[src/rtl/ex_mem.sv]
// EX/MEM pipeline register: latches EX results for MEM, inserts bubbles under stall,
// and holds the intermediate product/count for two-cycle multiply-accumulate ops.
module ex_mem #(
  parameter int unsigned DATA_W  = 32,
  parameter int unsigned ADDR_W  = 5,
  parameter int unsigned STALL_W = 6
) (
  input  logic                clk,
  input  logic                rst,
  input  logic [STALL_W-1:0]  stall,
  input  logic                flush,
  input  logic [ADDR_W-1:0]   ex_wd,
  input  logic                ex_wreg,
  input  logic [DATA_W-1:0]   ex_wdata,
  input  logic [DATA_W-1:0]   ex_hi,
  input  logic [DATA_W-1:0]   ex_lo,
  input  logic                ex_whilo,
  input  logic [2*DATA_W-1:0] hilo_i,
  input  logic [1:0]          cnt_i,
  output logic [ADDR_W-1:0]   mem_wd,
  output logic                mem_wreg,
  output logic [DATA_W-1:0]   mem_wdata,
  output logic [DATA_W-1:0]   mem_hi,
  output logic [DATA_W-1:0]   mem_lo,
  output logic                mem_whilo,
  output logic [2*DATA_W-1:0] hilo_o,
  output logic [1:0]          cnt_o
);

  logic ex_stall;
  logic mem_stall;

  assign ex_stall  = stall[3];
  assign mem_stall = stall[4];

  always_ff @(posedge clk) begin
    if (!rst || flush) begin
      mem_wd    <= '0;
      mem_wreg  <= 1'b0;
      mem_wdata <= '0;
      mem_hi    <= '0;
      mem_lo    <= '0;
      mem_whilo <= 1'b0;
      hilo_o    <= '0;
      cnt_o     <= '0;
    end else if (ex_stall && !mem_stall) begin
      // Bubble into MEM while EX keeps its MAC intermediate alive here.
      mem_wd    <= '0;
      mem_wreg  <= 1'b0;
      mem_wdata <= '0;
      mem_hi    <= '0;
      mem_lo    <= '0;
      mem_whilo <= 1'b0;
      hilo_o    <= hilo_i;
      cnt_o     <= cnt_i;
    end else if (!ex_stall) begin
      mem_wd    <= ex_wd;
      mem_wreg  <= ex_wreg;
      mem_wdata <= ex_wdata;
      mem_hi    <= ex_hi;
      mem_lo    <= ex_lo;
      mem_whilo <= ex_whilo;
      hilo_o    <= '0;
      cnt_o     <= '0;
    end else begin
      // Both EX and MEM stalled: MEM group holds, MAC group refreshes.
      hilo_o    <= hilo_i;
      cnt_o     <= cnt_i;
    end
  end

endmodule

[config.mk]
export PLATFORM = sky130hd
export DESIGN_NAME = ex_mem
export DESIGN_NICKNAME = d
export VERILOG_FILES = /design/src/rtl/ex_mem.sv
export SDC_FILE = /design/constraint.sdc
export NUM_CORES = 1
export LEC_CHECK = 0
export CAP_MARGIN = 20
export CORE_ASPECT_RATIO = 2
export CORE_MARGIN = 2
export CORE_UTILIZATION = 35
export DETAILED_ROUTE_END_ITERATION = 12
export PLACE_DENSITY = 0.84
export SYNTH_ARGS = -nofsm -noshare
export SYNTH_HDL_FRONTEND = slang
export SYNTH_SLANG_ARGS = --single-unit
[constraint.sdc]
create_clock -name clk -period 1 [get_ports clk]
set_input_delay 0.2 -clock clk [delete_from_list [all_inputs] [get_ports clk]]
set_output_delay 0.2 -clock clk [all_outputs]
set_load 0.005 [all_outputs]
==> results.yml <==
hold_path:
  hold_end: "mem_lo[23]"
  hold_depth: 3
  min_from: "stall[4]"
  hold_path_class: "input pin to flip-flop"
setup_path:
  critPathMaxStageDelay_ps: 350
  start_kind: "flip-flop"
  reg2reg_depth: 5
  critical-path-top-delay-family: "flip-flops"
  cp.required_ps: 800
  rr_startpoint: "mem_hi[30]"
  critPathArrivalTime_ps: 890
  r2r-end: "mem_hi[30]"
  cp_cell_sequence: "buf_2"
  r2r_setup_slack_ps: 70
  cp_num_buf_inv: 1
  slowest_stage: "dfxtp_2"
  worstSetupPathType: "flip-flop to primary output"
  cp-end-kind: "primary output"
  critPathMaxFanout: 2
global_route:
  antenna_found_initial: 4
  grt_pass1_wl_um: 32100
  grt_pass1_vias: 6119
  overflow: 0
  track_usage_pct: 20.8
  grt_max_degree: 38
die:
  core_mm2: 0.0187
  start_util_pct: 35.5
  pin_count: 347
  die_x_um: 101
  rows: 71
  die_area_mm2: 0.0201
  die_h_um: 199
placed_design:
  hpwl_um: 15400
  dp_slack_ps: -453
  placed_area_mm2: 0.0108
  place.port_buffers: 342
  place_inst: 1212
  place_congestion: 0.783
logic_synthesis:
  ys_seq_area_share_pct: 51.0
  syn_avg_cell_area_um2: 11.0
  ys_ff_latch: 169
  syn_nets: 783
  yosysWarnings: 0
  synth_edf_count: 0
  synth-async-reset-ratio_pct: 0
  ys.flop_type: "dfxtp_1"
  synth_cell_types: 14
  synth_cells: 605
  syn_area_mm2: 0.00663
layout:
  area_growth_pct: 77.4
  finalNetCount: 1240
  fin_cells: 1297
  multi_input_area_mm2: 0.00282
  drive_above_1_share_pct: 59.6
  seqCellArea_mm2: 0.00354
  utilization_pct: 63.1
  n_fill_cell: 1448
  fin_area_mm2: 0.0118
drt:
  vias: 6162
  dr.pass1.iters: 4
  routed_wl_um: 22700
  drc_errors: 0
  viasPerCell: 4.75
  ant_nets: 0
  avgRoutedWirePerCell_um: 17.5
  drt_iter0_drc: 163
clock_network:
  clkTransAtPathRegs_ps: 70
  htreeDepth: 4
  cts_buffer_depth: 2
  clock-sinks: 169
  clk-insertion-delay-late_ps: 430
  hold_buffers: 0
  cts_root_buffer: "clkbuf_16"
  cts_tree: "done"
  cts_buffers: 17
sta:
  period_minus_slack_ps: 1090
  fin_skew_ps: 0
  slew_headroom_pct: 85.1
  whs_ps: 130
  postLayoutSetupSlackWorst_ps: -88.2
  final.setup.tns_ps: -9950
  tightest_slew_ps: 224
  drv_slew: 0
  finalHoldViolations: 0
  period_share_pct: 109
  max_freq_ghz: 0.919
  setup-violations-final: 169
  rsz0062_at_grt: "true"
outcome:
  failed_checks: "negative setup slack"
  status: "finished, violations left"
job:
  maxCapViolations: 0
power:
  power_leakage_nw: 5.09
  powerDensity_mw_per_mm2: 1360
  ir_drop_v: 0.000942
  power_mw: 16.1
-- worst reg2reg max path: stages, from the launching register on --
cell     delay, ps
dfxtp_2        330
buf_4          120
buf_4          120
buf_4          120
nand3_2         60
a21oi_2         50
-- layout by cell type (no fill, tap or decap), drive strengths merged --
master / synthesis / final
nor2b: 1 / 1
dfxtp: 169 / 169
a21oi: 103 / 103
inv: 0 / 7
buf: 37 / 321
clkbuf: 22 / 24
diode: 0 / 3
bufinv: 0 / 2
clkdlybuf4s50: 0 / 169
clkinvlp: 0 / 1
nand3: 103 / 103
clkinv: 0 / 3
dlymetal6s2s: 0 / 2
and3: 66 / 66
nand2b: 104 / 104
-- state kept, by name, indices dropped and copies added, names as in the netlist --
name,cells
cnt_o,2
mem_wreg,1
mem_wd,5
mem_hi,32
hilo_o,64
mem_whilo,1
mem_lo,32
mem_wdata,32
-- cell type report --
class | count | area share (%)
Antenna cell | 3 | 0.0638
Clock buffer | 19 | 3.68
Clock inverter | 13 | 1.31
Multi-Input combinational cell | 377 | 23.9
Sequential cell | 169 | 30.1
Tap cell | 219 | 2.33
Timing Repair Buffer | 497 | 38.6
-- synthesized netlist by cell type, types with 9 or more instances --
library cell / number / area share (%)
buf_2: 16 / 1.2
nand3_1: 23 / 1.7
buf_4: 9 / 1.0
a21oi_1: 23 / 1.7
nand3_2: 80 / 12
nand2b_1: 104 / 9.8
clkbuf_1: 22 / 1.2
dfxtp_1: 169 / 51
buf_12: 10 / 3.0
a21oi_2: 80 / 11
and3_1: 66 / 6.2
-- power breakdown --
group / switching (mW) / leakage (nW) / internal, mW
clock network: 2.98 / 0.286 / 3.75
logic: 0.875 / 3.37 / 1.39
registers: 0.103 / 1.43 / 6.95
total: 3.96 / 5.09 / 12.1
-- how the worst max path moves through the flow --
stage,slack [ps],cells after the start,end,startpoint
floorplan,30,6,mem_lo[10],stall[3]
CTS,-110,1,mem_lo[21],mem_lo[21]
detailed placement,-450,4,mem_lo[2],flush
global placement,-420,4,mem_wdata[28],flush
global route,-120,1,mem_lo[8],mem_lo[8]
finish,-90,1,mem_lo[8],mem_lo[8]
-- layer usage --
| metal | global-route usage, % | wire length (um) |
|---|---|---|
| met5 | 0 | 12 |
| met4 | 10.2 | 750 |
| met3 | 6.01 | 1410 |
| met2 | 36.7 | 12100 |
| met1 | 22.2 | 8450 |
-- cells by family (layout without fill, tap and decap cells) --
group / count (synthesis) / count (layout) / synth area share [%]
AOI/OAI and AO/OA: 103 / 103 / 12.3
and+or+nand+nor: 274 / 274 / 29.9
other: 0 / 3 / 0
buffers and inverters: 59 / 529 / 6.72
DFF: 169 / 169 / 51.0
-- timing repair --
action,CTS,global route
endpoints found under the hold margin,0,0
setup buffers,28,18
gates cloned,0,4
resized for setup,860,33
setup endpoints to repair,169,189
(Power assumes the default switching activity.)
